<file path="src/rtl/pb_rst_debounce.sv">
// pb_rst_debounce
//   Debounces an asynchronous, active-low push-button and reports press,
//   release and long-press events. The cleaned level is meant to drive the
//   RST_n input of a downstream reset synchronizer.
//
// Parameters
//   DEBOUNCE_CYCLES : consecutive stable synchronized samples needed to accept
//                     a level change (2 .. 2^24)
//   HOLD_CYCLES     : debounced-press duration that flags a long press
//                     (must exceed DEBOUNCE_CYCLES)
//
// Ports
//   clk        : single clock, all state changes on the rising edge
//   rst        : synchronous active-high reset
//   pb_raw_n   : raw bouncy button level, 0 = pressed (asynchronous)
//   pb_clean_n : registered debounced level, 0 = pressed
//   pb_press   : one-cycle pulse on each accepted press
//   pb_release : one-cycle pulse on each accepted release
//   pb_hold    : one-cycle pulse when a press has lasted HOLD_CYCLES
module pb_rst_debounce #(
  parameter int unsigned DEBOUNCE_CYCLES = 50000,
  parameter int unsigned HOLD_CYCLES     = 50000000
) (
  input  logic clk,
  input  logic rst,
  input  logic pb_raw_n,
  output logic pb_clean_n,
  output logic pb_press,
  output logic pb_release,
  output logic pb_hold
);

  localparam int DW = $clog2(DEBOUNCE_CYCLES);
  localparam int HW = $clog2(HOLD_CYCLES + 1);

  localparam logic [DW-1:0] DB_LAST  = DW'(DEBOUNCE_CYCLES - 1);
  localparam logic [HW-1:0] HOLD_MAX = HW'(HOLD_CYCLES);
  localparam logic [HW-1:0] HOLD_PRE = HW'(HOLD_CYCLES - 1);

  typedef enum logic [1:0] {
    REL   = 2'd0,
    CHK_P = 2'd1,
    PRS   = 2'd2,
    CHK_R = 2'd3
  } state_t;

  state_t          state_reg;
  logic [1:0]      sync_reg;
  logic [DW-1:0]   db_cnt_reg;
  logic [HW-1:0]   hold_cnt_reg;
  logic            clean_n_reg;
  logic            press_reg;
  logic            release_reg;
  logic            hold_reg;

  logic            sync_n;
  logic            release_accept;

  assign sync_n = sync_reg[1];

  // A release accepted on the same edge the hold count would complete ends
  // the press, so the long-press pulse is suppressed to keep pulses exclusive.
  assign release_accept = (state_reg == CHK_R) && sync_n && (db_cnt_reg == DB_LAST);

  always_ff @(posedge clk) begin
    if (rst) begin
      sync_reg     <= 2'b11;
      state_reg    <= REL;
      db_cnt_reg   <= '0;
      hold_cnt_reg <= '0;
      clean_n_reg  <= 1'b1;
      press_reg    <= 1'b0;
      release_reg  <= 1'b0;
      hold_reg     <= 1'b0;
    end else begin
      sync_reg    <= {sync_reg[0], pb_raw_n};
      press_reg   <= 1'b0;
      release_reg <= 1'b0;
      hold_reg    <= 1'b0;

      // Hold timing follows the debounced level, so release bounces that
      // fall back into PRS neither pause nor restart it.
      if (!clean_n_reg && (hold_cnt_reg != HOLD_MAX)) begin
        hold_cnt_reg <= hold_cnt_reg + 1'b1;
        if ((hold_cnt_reg == HOLD_PRE) && !release_accept) begin
          hold_reg <= 1'b1;
        end
      end

      unique case (state_reg)
        REL: begin
          if (!sync_n) begin
            state_reg  <= CHK_P;
            db_cnt_reg <= DW'(1);
          end else begin
            db_cnt_reg <= '0;
          end
        end
        CHK_P: begin
          if (!sync_n) begin
            if (db_cnt_reg == DB_LAST) begin
              state_reg    <= PRS;
              clean_n_reg  <= 1'b0;
              press_reg    <= 1'b1;
              db_cnt_reg   <= '0;
              hold_cnt_reg <= '0;
            end else begin
              db_cnt_reg <= db_cnt_reg + 1'b1;
            end
          end else begin
            state_reg  <= REL;
            db_cnt_reg <= '0;
          end
        end
        PRS: begin
          if (sync_n) begin
            state_reg  <= CHK_R;
            db_cnt_reg <= DW'(1);
          end else begin
            db_cnt_reg <= '0;
          end
        end
        CHK_R: begin
          if (sync_n) begin
            if (db_cnt_reg == DB_LAST) begin
              state_reg   <= REL;
              clean_n_reg <= 1'b1;
              release_reg <= 1'b1;
              db_cnt_reg  <= '0;
            end else begin
              db_cnt_reg <= db_cnt_reg + 1'b1;
            end
          end else begin
            state_reg  <= PRS;
            db_cnt_reg <= '0;
          end
        end
        default: begin
          state_reg  <= REL;
          db_cnt_reg <= '0;
        end
      endcase
    end
  end

  assign pb_clean_n = clean_n_reg;
  assign pb_press   = press_reg;
  assign pb_release = release_reg;
  assign pb_hold    = hold_reg;

endmodule

</file>
<file path="config.mk">
export PLATFORM = sky130hd
export DESIGN_NAME = pb_rst_debounce
export DESIGN_NICKNAME = d
export VERILOG_FILES = /design/src/rtl/pb_rst_debounce.sv
export SDC_FILE = /design/constraint.sdc
export NUM_CORES = 1
export LEC_CHECK = 0
export BUFFER_PORTS_ARGS = -buffer_cell sky130_fd_sc_hd__buf_2
export CORE_MARGIN = 2
export CORE_UTILIZATION = 40
export CTS_CLUSTER_DIAMETER = 100
export CTS_CLUSTER_SIZE = 30
export DETAILED_ROUTE_END_ITERATION = 10
export GPL_ROUTABILITY_DRIVEN = 0
export PLACE_DENSITY = 0.63
export SYNTH_ARGS = -nofsm -noshare
export SYNTH_HDL_FRONTEND = slang
export SYNTH_SLANG_ARGS = --single-unit
</file>
<file path="constraint.sdc">
create_clock -name clk -period 1.95 [get_ports clk]
set_clock_uncertainty 0.05 [all_clocks]
set_input_delay 0.39 -clock clk [delete_from_list [all_inputs] [get_ports clk]]
set_output_delay 0.39 -clock clk [all_outputs]
set_load 0.02 [all_outputs]
</file>
== Yosys cells after proc, flatten, opt, wreduce, memory -nomap -nowiden ==
Cells that the tools add are included.

* Flip-flop bits (word level): 50
* Bits in latches: 0
* RAM bits: 0
* Bits in read-only memories: 0
* Bits of input ports: 3
* Output and inout bits: 4
* Word-level logic and storage cells: 65
* Memories kept: 0

* Add/sub/neg operators: 2
* $mul: 0
* Div/mod/pow operators: 0
* Magnitude comparators: 0
* Equal/unequal tests: 14
* Shifts and indexed selects: 0
* Mux-type cells: 24
* Bitwise operators: 4
* Reduce and logical (&&, ||, !) cells: 13

{| class="wikitable"
|+ Operators with widths
! operator !! count
|-
| 26-bit 2-to-1 mux || 4
|-
| 16-bit case mux with 4 select lines || 1
|-
| 16-bit 2-to-1 mux || 3
|-
| 26-bit by 1-bit adder with 26-bit output, second input constant || 1
|-
| 26-bit == test, second input constant || 1
|-
| 26-bit != test, second input constant || 1
|-
| 16-bit by 1-bit adder with 16-bit output, second input constant || 1
|-
| 16-bit == test, second input constant || 1
|-
| 2-bit 2-to-1 mux || 6
|-
| 2-bit != test, second input constant || 5
|-
| 1-bit 2-to-1 mux || 8
|-
| 2-bit case mux with 4 select lines || 1
|-
| 3-bit OR reduction || 2
|-
| 5-bit AND reduction || 1
|-
| 2-bit == test, second input constant || 2
|-
| 1-bit logical AND || 4
|-
| 1-bit inverter || 4
|-
| 4-bit AND reduction || 1
|-
| 3-bit by 2-bit != test with 1-bit output, second input constant || 1
|-
| 3-bit != test, second input constant || 1
|-
| 2-bit by 1-bit == test with 1-bit output, second input constant || 1
|-
| 1-bit logical NOT || 2
|-
| 2-bit logical NOT || 1
|-
| 2-bit by 1-bit != test with 1-bit output, second input constant || 1
|-
| 3 further kinds || 3
|}

== Longest topological paths before layout ==
* Depth in word-level cells: 6
* Gate-level depth with buffers: 6
* Depth with buffers taken out: 6

== Worst setup path before layout ==
OpenSTA, ideal clock, no wires.

* Path kind: register to register
* Start: register db_cnt_reg[5]
* End: register hold_cnt_reg[23]
* Library setup time: 0.125 ns
* Data arrival time: 1.819 ns
* Required time: 1.775 ns
* Slack: -0.044 ns
* Stages on the path, launching flop included: 6
* Path buffers: 1
* Period minus slack after synthesis: 1.994 ns
* Path through: dfxtp_1 -> or4b_4 -> or4_4 -> o21bai_4 -> buf_6 -> a21oi_1

* Word-level cells in the longest chain between the ends: 4

{| class="wikitable"
|+ Ends and longest elaborated chain
! item !! line !! source
|-
| from (decl) || 49 || <nowiki>logic [DW-1:0] db_cnt_reg;</nowiki>
|-
| from (signal assigned) || 108 || <nowiki>db_cnt_reg <= db_cnt_reg + 1'b1;</nowiki>
|-
| from (signal assigned) || 131 || <nowiki>db_cnt_reg <= db_cnt_reg + 1'b1;</nowiki>
|-
| 16-bit == test || 101 || <nowiki>if (db_cnt_reg == DB_LAST) begin</nowiki>
|-
| 26-bit 2-to-1 mux || 101 ||
|-
| 26-bit 2-to-1 mux || 100 || <nowiki>if (!sync_n) begin</nowiki>
|-
| 26-bit 2-to-1 mux || 90 || <nowiki>unique case (state_reg)</nowiki>
|-
| to (signal assigned) || 84 || <nowiki>hold_cnt_reg <= hold_cnt_reg + 1'b1;</nowiki>
|-
| to (decl) || 50 || <nowiki>logic [HW-1:0] hold_cnt_reg;</nowiki>
|}

Every way passes these cells.
A chain may end at the register's enable or synchronous reset.

== Worst setup path after layout ==
* Start: register db_cnt_reg[11]
* End: register hold_cnt_reg[25]

Same word-level chain as after synthesis.

==> results.sh <==
export IMPL_fin_crit_ns=1.99
export IMPL_route_vias_total=1966
export IMPL_netlist_area_mm2=0.00236
export IMPL_final_critical_path_setup_slack_ns=-0.0397
export IMPL_maxCapViolations=0
export IMPL_synth_distinct_cells=43
export IMPL_route_detailed_drc=0
export IMPL_gr_usage_all_layers=0.162
export IMPL_fin_setup_tns_ns=-0.569
export IMPL_whs_path_depth=2
export IMPL_crit_path_class="reg2reg"
export IMPL_initial_utilization=0.421
export IMPL_syn_nets=279
export IMPL_drt_wirelength_per_cell_um=12.6
export IMPL_synth_seq_area_share=0.424
export IMPL_cp_end_kind="flop"
export IMPL_postSynthCellCount=273
export IMPL_clkSinkCount=50
export IMPL_postSynth_asyncResetShare=0
export IMPL_clk_insertion_delay_late_ns=0.31
export IMPL_layout_cells_most_common="dfxtp_1"
export IMPL_cell_with_the_biggest_individual_delay_on_the_critical_path="or4_4"
export IMPL_worst_r2r_setup_slack_ns=-0.04
export IMPL_number_of_antenna_violations_at_the_first_check_in_global_routing=0
export IMPL_detail_route_vias_per_cell=5.16
export IMPL_worstPathMaxFanout=18
export IMPL_cp_data_required_time_ns=2.09
export IMPL_critical_path_max_stage_delay_ns=0.55
export IMPL_flip_flop_count_of_the_largest_register_all_copies_and_words_added=26
export IMPL_final_hold_viol_count=0
export IMPL_violations="negative setup slack"
export IMPL_final_period_utilization=1.02
export IMPL_final_core_utilization=0.501
export IMPL_most_common_layout_cells="dfxtp_1, nor2_1, buf_4"
export IMPL_die_w_um=80.8
export IMPL_timing_max_slew_rel_slack=0.710
export IMPL_worstPathArrival_ns=2.13
export IMPL_fin_total_pwr_mw=1.79
export IMPL_io_buffers=6
export IMPL_grt_first_pass_wirelength_um=8260
export IMPL_placement_rows=27
export IMPL_synth_main_ff_cell="dfxtp_1"
export IMPL_postRouteAntennaNets=0
export IMPL_setup_worst_path_start_class="flop"
export IMPL_power_density_mw_per_mm2=639
export IMPL_regToRegEndpoint="hold_cnt_reg[25]"
export IMPL_critical_path_cell_chain="or4b_4 -> or4_4 -> o21bai_4 -> buf_12 -> a21oi_1"
export IMPL_layout_nets=314
export IMPL_min_delay_startpoint="pb_raw_n"
export IMPL_final_layout_size_suffix_gt1_frac=0.181
export IMPL_cts_root_buf="clkbuf_8"
export IMPL_clockBufferDepth=2
export IMPL_die_area_mm2=0.00653
export IMPL_antenna_cells=0
export IMPL_via_count_of_the_first_global_routing_pass=1839
export IMPL_vdd_ir_drop_max_mv=0.320
export IMPL_post_dp_hpwl_um=3390
export IMPL_worst_hold_path_endpoint="sync_reg[0]"
export IMPL_final_design_area_no_fill_mm2=0.00281
export IMPL_dieHeight_um=80.8
export IMPL_tritoncts="yes"
export IMPL_core_area_mm2=0.00561
export IMPL_first_iter_violations=135
export IMPL_dr_pass1_iters=4
export IMPL_timing_hold_worst_class="in2reg"
export IMPL_grt_overflow_total=0
export IMPL_slew_violations=0
export IMPL_numCtsBuffers=5
export IMPL_totalWireLength_um=4790
export IMPL_dpl_cell_area_mm2=0.00269
export IMPL_area_delta_synth_final_pct=19.0
export IMPL_io_pins=7
export IMPL_cts_clk_slew_worst_paths_ns=0.09
export IMPL_syn_avg_cell_area_um2=8.64
export IMPL_ys_warnings_count=0
export IMPL_crit_reg2reg_launch="db_cnt_reg[11]"
export IMPL_htree_levels=2
export IMPL_filler_cell_count=541
export IMPL_rsz_0062_raised_after_global_routing="yes"
export IMPL_rr_worst_depth=5
export IMPL_synth_seq_cells=50
export IMPL_achievable_frequency_ghz=0.503
export IMPL_worst_pin_slew_ns=0.430
export IMPL_synth_edff_count=0
export IMPL_total_leakage_power_nw=0.941
export IMPL_maximum_number_of_pins_on_one_net_before_global_route_repair=19
export IMPL_run_status="finished with violations"
export IMPL_final_setup_viol_count=25
-- what timing repair did --
action | in CTS | in global routing
setup buffers | 0 | 1
resized for setup | 0 | 2
hold buffers | 0 | 0
setup endpoints to repair | 26 | 43
gates cloned | 0 | 0
hold endpoints to repair | 0 | 0
pin swaps | 0 | 3
-- cell usage after synthesis, types with 2 or more instances --
cell,n,area share
nand4_1,15,0.040
or4_1,5,0.016
buf_6,2,0.0095
nand2b_1,2,0.0053
and3_1,3,0.0080
nand3_1,14,0.030
nor2_1,37,0.059
inv_1,11,0.018
xnor2_1,17,0.063
or2_2,3,0.0080
dfxtp_1,50,0.42
a21oi_1,17,0.036
nor4_1,7,0.019
or3_1,9,0.024
nor3b_1,2,0.0064
nor2b_1,4,0.011
nor3_1,5,0.011
mux2i_1,3,0.013
o21ai_0,13,0.028
xor2_1,7,0.026
clkbuf_1,6,0.0095
and4_1,3,0.011
o31ai_1,5,0.016
nand2_1,12,0.019
ha_1,3,0.016
-- layer usage --
metal / track usage / up-vias / wire [um]
met4: 0.0525 / 0 / 94
met3: 0.0433 / 10 / 118
met5: 0 / - / 0
met2: 0.268 / 14 / 2150
li1: - / 1038 / -
met1: 0.205 / 904 / 2430
-- layout make-up --
cell class	count	area, um^2	area share
clock buffer	6	72.6	0.0258
clock inverter	2	37.5	0.0134
inverter	11	41.3	0.0147
multi-input combinational	202	1270	0.452
sequential	50	1000	0.357
tap	72	90.1	0.0321
timing repair buffer	38	295	0.105
-- kinds of logic (layout without fill, tap and decap cells) --
group | count (synthesis) | in the layout | synth area share
multiplexers | 3 | 3 | 0.0127
buffers and inverters | 21 | 57 | 0.0419
flip-flops | 50 | 50 | 0.424
adder cells (fa/ha/maj) | 3 | 3 | 0.0159
XOR/XNOR | 24 | 24 | 0.0891
AND/OR/NAND/NOR | 132 | 132 | 0.315
AO/OA/AOI/OAI | 40 | 40 | 0.101
-- power by group --
| part | leakage, nW | switching [mW] | internal, mW |
|---|---|---|---|
| registers | 0.404 | 0.00188 | 1.02 |
| clock network | 0.0514 | 0.353 | 0.383 |
| logic | 0.485 | 0.0181 | 0.0138 |
| total | 0.941 | 0.373 | 1.42 |
-- worst max-delay path, delay by kind of cell, from the launching register on --
family | cells | cell delay, ns
buffers and inverters | 1 | 0.17
AND/OR/NAND/NOR | 2 | 1.08
AO/OA/AOI/OAI | 2 | 0.24
flip-flops | 1 | 0.33
-- how the worst max path moves through the flow --
stage               cells past startpoint  slack (ns)               end           start
floorplan                               5       -0.04  hold_cnt_reg[23]  db_cnt_reg[11]
global placement                        5        0.01   hold_cnt_reg[2]  db_cnt_reg[11]
detailed placement                      5       -0.01  hold_cnt_reg[25]  db_cnt_reg[11]
CTS                                     5       -0.05  hold_cnt_reg[25]  db_cnt_reg[11]
global route                            5       -0.07  hold_cnt_reg[17]  db_cnt_reg[11]
finish                                  5       -0.04  hold_cnt_reg[25]  db_cnt_reg[11]
-- through the flow --
stage / hold WS, ns / setup slack [ns] / instances
3_3_place_gp: 0.341 / 0.0145 / 372
5_1_grt: 0.220 / -0.0705 / 381
2_1_floorplan: 0.339 / -0.0424 / 273
3_5_place_dp: 0.347 / -0.0142 / 372
4_1_cts: 0.199 / -0.0480 / 380
6_report: 0.207 / -0.0397 / 381
(Power assumes the default switching activity.)
